$ cat src/rtl/pipe_ctrl.sv
// Pipeline hazard controller: load-use bubble, multi-cycle divide stall with watchdog, exception flush/redirect.
// Latency: stall/div_cancel are combinational in the request cycle; flush/new_pc appear the cycle after excp_req.
// Backpressure: drives the 6-bit stop bus to PC..WB; holds the IF instruction while ID is stopped.
// Optional PIPE_PERF_CNT_EN macro adds 32-bit load/divide stall-cycle counters (outputs tie to 0 without it).
module pipe_ctrl #(
    parameter int DIV_MAX = 40
) (
    input  logic        clk,
    input  logic        rst,
    input  logic        stallreq_load,
    input  logic        div_start,
    input  logic        div_ready,
    input  logic        excp_req,
    input  logic [31:0] excp_pc,
    input  logic [31:0] inst_sram_rdata,
    output logic [5:0]  stall,
    output logic        flush,
    output logic [31:0] new_pc,
    output logic        div_cancel,
    output logic        div_timeout,
    output logic [31:0] inst_out,
    output logic [31:0] perf_load_stalls,
    output logic [31:0] perf_div_stalls
);

    // Stop-bus patterns: a load bubble freezes PC/IF/ID, a divide also freezes EX.
    localparam logic [5:0] STALL_NONE = 6'b000000;
    localparam logic [5:0] STALL_LOAD = 6'b000111;
    localparam logic [5:0] STALL_DIV  = 6'b001111;

    // Watchdog limit in the width of the wait counter.
    localparam logic [5:0] WAIT_LIMIT = 6'(DIV_MAX);

    typedef enum logic [1:0] {
        ST_RUN      = 2'd0,
        ST_DIV_WAIT = 2'd1,
        ST_FLUSH    = 2'd2
    } state_t;

    state_t      state_q;
    state_t      state_d;
    logic [5:0]  wait_cnt_q;
    logic [5:0]  wait_cnt_d;
    logic        wait_expired;
    logic        timeout_hit;
    logic [31:0] new_pc_q;
    logic        div_timeout_q;
    logic        hold_valid_q;
    logic [31:0] hold_inst_q;

    // The divider has been waited on for DIV_MAX cycles and still has no result.
    assign wait_expired = (state_q == ST_DIV_WAIT) && (wait_cnt_q == WAIT_LIMIT) && !div_ready;

    // State register; reset wins over any same-cycle exception.
    always_ff @(posedge clk) begin
        if (rst) begin
            state_q <= ST_RUN;
        end else begin
            state_q <= state_d;
        end
    end

    // Next-state: exception redirect beats everything, then divide entry/exit.
    always_comb begin
        state_d = state_q;
        if (excp_req) begin
            state_d = ST_FLUSH;
        end else begin
            unique case (state_q)
                ST_RUN: begin
                    if (div_start) begin
                        state_d = ST_DIV_WAIT;
                    end
                end
                ST_DIV_WAIT: begin
                    if (div_ready || wait_expired) begin
                        state_d = ST_RUN;
                    end
                end
                ST_FLUSH: begin
                    state_d = ST_RUN;
                end
                default: begin
                    state_d = ST_RUN;
                end
            endcase
        end
    end

    // Outputs: stop bus, flush strobe and divider abort, all forced quiet during reset.
    always_comb begin
        stall       = STALL_NONE;
        flush       = 1'b0;
        div_cancel  = 1'b0;
        timeout_hit = 1'b0;
        if (!rst) begin
            unique case (state_q)
                ST_RUN: begin
                    // A divide request dominates a simultaneous load-use hazard.
                    if (div_start) begin
                        stall = STALL_DIV;
                    end else if (stallreq_load) begin
                        stall = STALL_LOAD;
                    end
                end
                ST_DIV_WAIT: begin
                    // Load hazards are irrelevant here: ID is already frozen by the divide.
                    // The pipe is released in the result cycle and in the watchdog-abort cycle.
                    if (!div_ready && !wait_expired) begin
                        stall = STALL_DIV;
                    end
                    div_cancel  = excp_req || wait_expired;
                    timeout_hit = wait_expired;
                end
                ST_FLUSH: begin
                    flush = 1'b1;
                end
                default: begin
                    stall = STALL_NONE;
                end
            endcase
        end
    end

    // Wait counter is zero in the first DIV_WAIT cycle and counts each cycle spent there.
    always_comb begin
        wait_cnt_d = 6'd0;
        if ((state_q == ST_DIV_WAIT) && (state_d == ST_DIV_WAIT)) begin
            wait_cnt_d = wait_cnt_q + 6'd1;
        end
    end

    // Wait counter register.
    always_ff @(posedge clk) begin
        if (rst) begin
            wait_cnt_q <= 6'd0;
        end else begin
            wait_cnt_q <= wait_cnt_d;
        end
    end

    // Redirect target: captured on every exception request, held otherwise.
    always_ff @(posedge clk) begin
        if (rst) begin
            new_pc_q <= 32'd0;
        end else if (excp_req) begin
            new_pc_q <= excp_pc;
        end
    end

    // Watchdog error flag is sticky until reset.
    always_ff @(posedge clk) begin
        if (rst) begin
            div_timeout_q <= 1'b0;
        end else if (timeout_hit) begin
            div_timeout_q <= 1'b1;
        end
    end

    // Capture the fetched word on the first ID-stop cycle so it survives the SRAM moving on.
    always_ff @(posedge clk) begin
        if (rst) begin
            hold_valid_q <= 1'b0;
            hold_inst_q  <= 32'd0;
        end else if (flush || !stall[2]) begin
            hold_valid_q <= 1'b0;
        end else if (!hold_valid_q) begin
            hold_valid_q <= 1'b1;
            hold_inst_q  <= inst_sram_rdata;
        end
    end

    assign new_pc      = new_pc_q;
    assign div_timeout = div_timeout_q;
    assign inst_out    = hold_valid_q ? hold_inst_q : inst_sram_rdata;

`ifdef PIPE_PERF_CNT_EN
    logic [31:0] perf_load_q;
    logic [31:0] perf_div_q;

    // Stall-cycle counters keyed on the exact stop-bus pattern; they wrap naturally.
    always_ff @(posedge clk) begin
        if (rst) begin
            perf_load_q <= 32'd0;
            perf_div_q  <= 32'd0;
        end else begin
            if (stall == STALL_LOAD) begin
                perf_load_q <= perf_load_q + 32'd1;
            end
            if (stall == STALL_DIV) begin
                perf_div_q <= perf_div_q + 32'd1;
            end
        end
    end

    assign perf_load_stalls = perf_load_q;
    assign perf_div_stalls  = perf_div_q;
`else
    assign perf_load_stalls = 32'd0;
    assign perf_div_stalls  = 32'd0;
`endif

endmodule

$ cat config.mk
export PLATFORM = sky130hd
export DESIGN_NAME = pipe_ctrl
export DESIGN_NICKNAME = d
export VERILOG_FILES = /design/src/rtl/pipe_ctrl.sv
export SDC_FILE = /design/constraint.sdc
export NUM_CORES = 1
export LEC_CHECK = 0
export BUFFER_PORTS_ARGS = -buffer_cell sky130_fd_sc_hd__buf_2
export CORE_AREA = 4 4 94 96
export DETAILED_ROUTE_END_ITERATION = 8
export DIE_AREA = 0 0 98 100
export GPL_ROUTABILITY_DRIVEN = 0
export GPL_TIMING_DRIVEN = 1
export PLACE_DENSITY = 0.94
export SYNTH_ARGS = -nofsm -noshare
export SYNTH_HDL_FRONTEND = slang
export SYNTH_SLANG_ARGS = --single-unit
$ cat constraint.sdc
create_clock -name clk -period 3.4 [get_ports clk]
set_input_delay 0.17 -clock clk [delete_from_list [all_inputs] [get_ports clk]]
set_output_delay 0.17 -clock clk [all_outputs]
set_load 0.005 [all_outputs]
==> flow_summary.toml, run 1 <==
[floorplan]
die_y_microns = 100
core_area_sq_um = 8050
initial_core_util_pct = 46.7
die_area_sq_um = 9800
pin_count = 207
rows = 33
die_x_microns = 98

[synthesis]
ys_ff_latch = 74
yosysSeqAreaShare_pct = 39.4
synth_area_sq_um = 3760
synth_largest_area_cell = "dfxtp_1"
avgSynthCellArea_sq_um = 10.4
synthCells = 362
synthDistinctLibCells = 31
yosys-top-cells-area = "dfxtp_1, mux2i_1, buf_4"
synth_top_area_share_pct = 39.4
synth_warnings = 0

[sta]
max_freq_ghz = 0.466
rsz0062_at_grt = "no"
slew_violations = 0
fin_crit_ns = 2.15
maxSlewHeadroom_pct = 30.3
whs_ns = 0.0562
min_period_over_period_pct = 63.1
hold_viol_final = 0
setup_viol = 0
tns_ns = 0
tightest_slew_ns = 1.05
finalWorstSetupSlack_ns = 1.25
skew_ns = 0.0175

[placement]
io_buffer_count = 140
hpwl_mm = 6.15
dp_slack_ns = 1.50

[power_and_ir_drop]
finalPower_mw = 2.01
ir_worst_vdd_uv = 291
leakagePower_nw = 2.31
power_density_nw_per_um2 = 453

[setup_path]
ff2ff_setup_slack_ns = 1.51
critPathLaunchType = "flip-flop"
r2r_end = "hold_inst_q[26]$_SDFFE_PP0P_"
crit_type = "reg2out"
worstReg2RegStart = "wait_cnt_q[4]$_SDFF_PP0_"
reg2regPathDepth = 5
cp_max_fo = 32
worstPathArrival_ns = 1.98
crit_start = "hold_valid_q$_SDFF_PP0_"
crit_required_ns = 3.23
endpoint_kind = "primary output"

[detailed_routing]
routed_wl_mm = 7.94
vias_per_cell = 4.50
drt-initial-drc-count = 71
routedWlPerCell_microns = 13.2
vias = 2714
drc_errors = 0
ant_nets = 0
dr.pass1.iters = 4

[clock_network]
cts_buffers = 9
cts_root_buffer = "clkbuf_8"
clkTransAtPathRegs_ns = 0.09
post_cts_buffers = 0
cts_resized = 0
cts.path.max_buffers = 2
cts_tree = "yes"
insertion_delay_ns = 0.34
cts_hold_buf = 0
cts_sinks = 74
htree_levels = 3

[status]
outcome = "completed"

[worst_hold_path]
holdPathEnd = "new_pc[17]$_SDFFE_PP0P_"
min_from = "excp_pc[17]"
worstHoldPathCells = 3
hold_class = "in2reg"

[global_route]
grt_overflow = 0
grt_max_degree = 47
grtUsageTotal_pct = 15.9
grt_pass1_wl_mm = 12.7
first_global_vias = 2739
antenna_found_initial = 0

[layout]
final_core_util_pct = 55.0
fin_nets = 565
antenna_cells = 0
final_common_cell = "buf_2"
final_cell_mix = "buf_2, dfxtp_1, conb_1"
drive_gt1_share_pct = 38.8
area_growth_pct = 17.8

[job]
cap_violations = 0
==> flip-flops by register name, summed over array words and instances (netlist names) <==
register / flops
div_timeout: 1
hold_inst_q: 32
hold_valid_q: 1
new_pc: 32
state_q: 2
wait_cnt_q: 6
==> critical path, cell delays in order, from the launching register on <==
cell and delay [ns]:
dfxtp_2 0.97, mux2i_1 0.44, inv_1 0.07, buf_2 0.13
==> layout make-up <==
class                      instances  area, sq um
timing repair buffer             143          723
clock inverter                     7         82.6
clock buffer                       9          124
multi-input combinational        229         1750
fill                             687         3620
inverter                          36          135
sequential                        74         1480
tap                              105          131
==> report_power, final <==
group / internal, mW / leakage [nW] / total [mW] / switching, mW
clock: 0.352 / 0.0988 / 0.713 / 0.361
sequential: 0.923 / 0.609 / 0.973 / 0.0497
combinational: 0.154 / 1.60 / 0.323 / 0.169
total: 1.43 / 2.31 / 2.01 / 0.580
==> stage by stage <==
step	area, sq um	instances
after global routing	4430	603
after floorplan	4010	427
after CTS	4430	603
after global placement	4220	587
final	4430	603
after detailed placement	4220	587
==> worst max path at each step <==
stage	endpoint	cells after the start	slack [ns]
final	inst_out[24]	3	1.25
after global routing	inst_out[24]	3	1.13
after CTS	inst_out[24]	3	1.21
after detailed placement	hold_inst_q[19]$_SDFFE_PP0P_	5	1.50
after global placement	hold_inst_q[24]$_SDFFE_PP0P_	5	1.59
after floorplan	stall[1]	7	1.80
==> cell families after synthesis <==
family,count (synthesis),share of synthesized area [%]
XOR/XNOR,4,0.931
AND/OR/NAND/NOR,55,7.08
other,1,0.0997
multiplexers,64,17.0
flip-flops,74,39.4
AO/OA/AOI/OAI,38,14.3
buffers and inverters,124,20.6
adder cells (fa/ha/maj),2,0.665
==> per-layer routing <==
metal	track usage (%)	up-vias	routed length (microns)
li1	-	1330	-
met5	0	-	0
met1	17.0	1233	3040
met3	7.16	4	913
met4	5.75	0	62
met2	28.0	147	3930
==> synthesized netlist by cell type <==
cell / count
mux2i_1: 64
inv_1: 36
nand4b_1: 1
o2bb2ai_1: 4
nor2_1: 38
buf_4: 68
nand2b_1: 1
a211oi_4: 1
clkbuf_1: 8
xor2_1: 2
nor3b_1: 1
nor3_4: 1
o21a_1: 2
o21ba_2: 1
dfxtp_1: 74
a21oi_1: 1
conb_1: 1
nand2_1: 2
o2bb2ai_4: 1
nand3_1: 2
and4bb_4: 1
nor4b_1: 1
buf_6: 6
xnor2_1: 2
nor2b_1: 1
o21bai_4: 1
ha_1: 2
nor4_1: 5
o2bb2ai_2: 27
nor3_1: 1
buf_2: 6
Power figures use the tool's default switching activity.
==> run 2, diff against run 1 <==
Settings changed: ABC_AREA from default to 1, CORE_AREA 4 4 94 96 to 4 4 101 103, DIE_AREA 0 0 98 100 to 0 0 105 107, PLACE_DENSITY 0.94 to 0.85.
Clock period 3.4 ns to 1.8 ns, I/O delays scaled along.
==> flow_summary.toml, run 2 <==
[global_route]
antenna_found_initial = 0
grt_overflow = 0
grt_pass1_wl_mm = 16.0
first_global_vias = 3267
grt_max_degree = 36
grtUsageTotal_pct = 17.6

[sta]
setup_viol = 0
rsz0062_at_grt = "no"
min_period_over_period_pct = 94.0
max_freq_ghz = 0.591
hold_viol_final = 0
skew_ns = 0.0113
slew_violations = 0
fin_crit_ns = 1.69
tns_ns = 0
tightest_slew_ns = 0.515
finalWorstSetupSlack_ns = 0.108
maxSlewHeadroom_pct = 65.6

[setup_path]
crit_cells = 9
crit_required_ns = 1.71
crit_path_top_delay_cell = "dfxtp_2"
cpPeakStageDelay_ns = 0.33
path_delay_family = "simple AND/OR/NAND/NOR gates"
critPathLaunchType = "flip-flop"
r2r_end = "hold_inst_q[11]$_SDFFE_PP0P_"
crit_type = "reg2out"
crit_path_cell_trace = "inv_1, ha_2, nand2_1, nor2_1, nand2_2, nand2_4, a21oi_4, buf_12, buf_2"
cp-endpoint = "stall[1]"
crit_start = "wait_cnt_q[0]$_SDFF_PP0_"
cp_max_fo = 5
worstReg2RegStart = "wait_cnt_q[0]$_SDFF_PP0_"
worstPathArrival_ns = 1.60
ff2ff_setup_slack_ns = 0.14
reg2regPathDepth = 12
crit_buf_inv = 3
endpoint_kind = "primary output"

[detailed_routing]
routed_wl_mm = 10.2
routedWlPerCell_microns = 13.8
ant_nets = 0
drt-initial-drc-count = 141
vias = 3400
vias_per_cell = 4.61
dr.pass1.iters = 5
drc_errors = 0

[synthesis]
avgSynthCellArea_sq_um = 8.14
ys.flop_type = "dfxtp_1"
yosysSeqAreaShare_pct = 40.7
yosysMostFrequentCell = "nor2_1"
yosys-top-cells-area = "dfxtp_1, buf_4, mux2_2"
synth-edff-count = 0
synth_warnings = 0
synth_largest_area_cell = "dfxtp_1"
synth_area_sq_um = 3640
synthDistinctLibCells = 26
synthCells = 447
synthArstFlopShare_pct = 0
synth_top_area_share_pct = 40.7
ys_ff_latch = 74
synth_commonest_cells = "nor2_1, dfxtp_1, buf_4"

[power_and_ir_drop]
p_int_mw = 2.79
p_sw_mw = 1.07
power_density_nw_per_um2 = 797
finalPower_mw = 3.87
ir_worst_vdd_uv = 496
p_seq_share_pct = 46.7
pwr-share-comb_pct = 18.8
clkPwrFrac_pct = 34.5
leakagePower_nw = 2.48
sw_frac_of_total_pct = 27.7

[layout]
antenna_cells = 0
fin_nets = 693
seqCellArea_sq_um = 1480
multi_input_area_sq_um = 1730
drive_gt1_share_pct = 36.4
area_growth_pct = 33.3
num-fill-cells = 822
final_common_cell = "buf_2"
final_cell_mix = "buf_2, nor2_1, dfxtp_1"

[clock_network]
cts_sinks = 74
cts_buffers = 9
cts_root_buffer = "clkbuf_8"
clkTransAtPathRegs_ns = 0.09
cts_tree = "yes"
htree_levels = 3
insertion_delay_ns = 0.34
cts.path.max_buffers = 2

[floorplan]
core_area_sq_um = 9200
die_x_microns = 105
pin_count = 207
die_area_sq_um = 11200
rows = 35
initial_core_util_pct = 39.6
die_y_microns = 107

[placement]
io_buffer_count = 140
dp_slack_ns = 0.270
hpwl_mm = 6.34

[job]
cap_violations = 0

[worst_hold_path]
hold_class = "in2reg"

[status]
outcome = "completed"
[run 2: cell types whose count changed after synthesis, moves of 32 or more]
| cell | before | now |
|---|---|---|
| mux2_2 | 0 | 32 |
| nand4_1 | 0 | 35 |
| nand2_1 | 2 | 62 |
| nor2_1 | 38 | 78 |
| mux2i_1 | 64 | 0 |
| o21ai_0 | 0 | 32 |
[run 2: cells by family (layout without fill, tap and decap cells)]
group           count (synthesis)  in the layout  share of synthesized area (%)
flops                          74             74                           40.7
simple gates                  190            190                           23.1
mux                            32             32                           9.91
other cells                     1             66                          0.103
buf+inv                       106            220                           18.9
compound gates                 38             38                           5.64
fa+ha+maj                       2              2                          0.688
xor+xnor                        4              4                          0.963
[run 2: how the worst min path moves through the flow]
| stage | from | to | slack (ns) | cells past startpoint |
|---|---|---|---|---|
| final | rst | state_q[0]$_SDFF_PP0_ | 0.07 | 2 |
| after global routing | rst | state_q[0]$_SDFF_PP0_ | 0.06 | 2 |
| after global placement | excp_pc[14] | new_pc[14]$_SDFFE_PP0P_ | 0.31 | 3 |
| after CTS | rst | state_q[0]$_SDFF_PP0_ | 0.05 | 2 |
| after detailed placement | excp_pc[14] | new_pc[14]$_SDFFE_PP0P_ | 0.32 | 3 |
| after floorplan | excp_pc[0] | new_pc[0]$_SDFFE_PP0P_ | 0.22 | 2 |
[run 2: power groups by stage]
stage,Clock (mW),Sequential (mW),Combinational [mW]
finish,1.34,1.80,0.726
global route,1.48,1.82,0.809
CTS,1.37,1.80,0.713
detailed placement,0,1.84,0.633
global placement,0,1.84,0.623
floorplan,0,1.83,0.467
[run 2: stage by stage]
| step | util, % | hold slack, ns | instance area (sq um) | std cells |
|---|---|---|---|---|
| 6_report | 52.7 | 0.0683 | 4850 | 737 |
| 5_1_grt | 52.7 | 0.0622 | 4850 | 737 |
| 4_1_cts | 52.2 | 0.0462 | 4800 | 732 |
| 3_5_place_dp | 45.6 | 0.317 | 4190 | 679 |
| 3_3_place_gp | 45.6 | 0.311 | 4190 | 679 |
| 2_1_floorplan | - | 0.225 | 3880 | 512 |
[run 2: repair_timing]
item | in CTS | in global routing
setup buffers | 3 | 5
pin swaps | 1 | 2
endpoints found under the hold margin | 32 | 0
gates cloned | 2 | 0
gates resized for setup | 2 | 2
setup endpoints to repair | 4 | 19
hold buffers | 32 | 0
[run 2: layout make-up]
| type | instances | share of cell area, % |
|---|---|---|
| Clock inverter | 5 | 1.29 |
| Clock buffer | 11 | 2.92 |
| Tap cell | 111 | 2.86 |
| Sequential cell | 74 | 30.6 |
| Timing Repair Buffer | 193 | 25.9 |
| Multi-Input combinational cell | 332 | 35.6 |
| Inverter | 11 | 0.852 |
[run 2: layer usage]
metal	share of wire, %	GRT usage (%)
met5	0	0
met4	1.9	6.75
met1	40	20.8
met2	46	28.9
met3	12	6.68
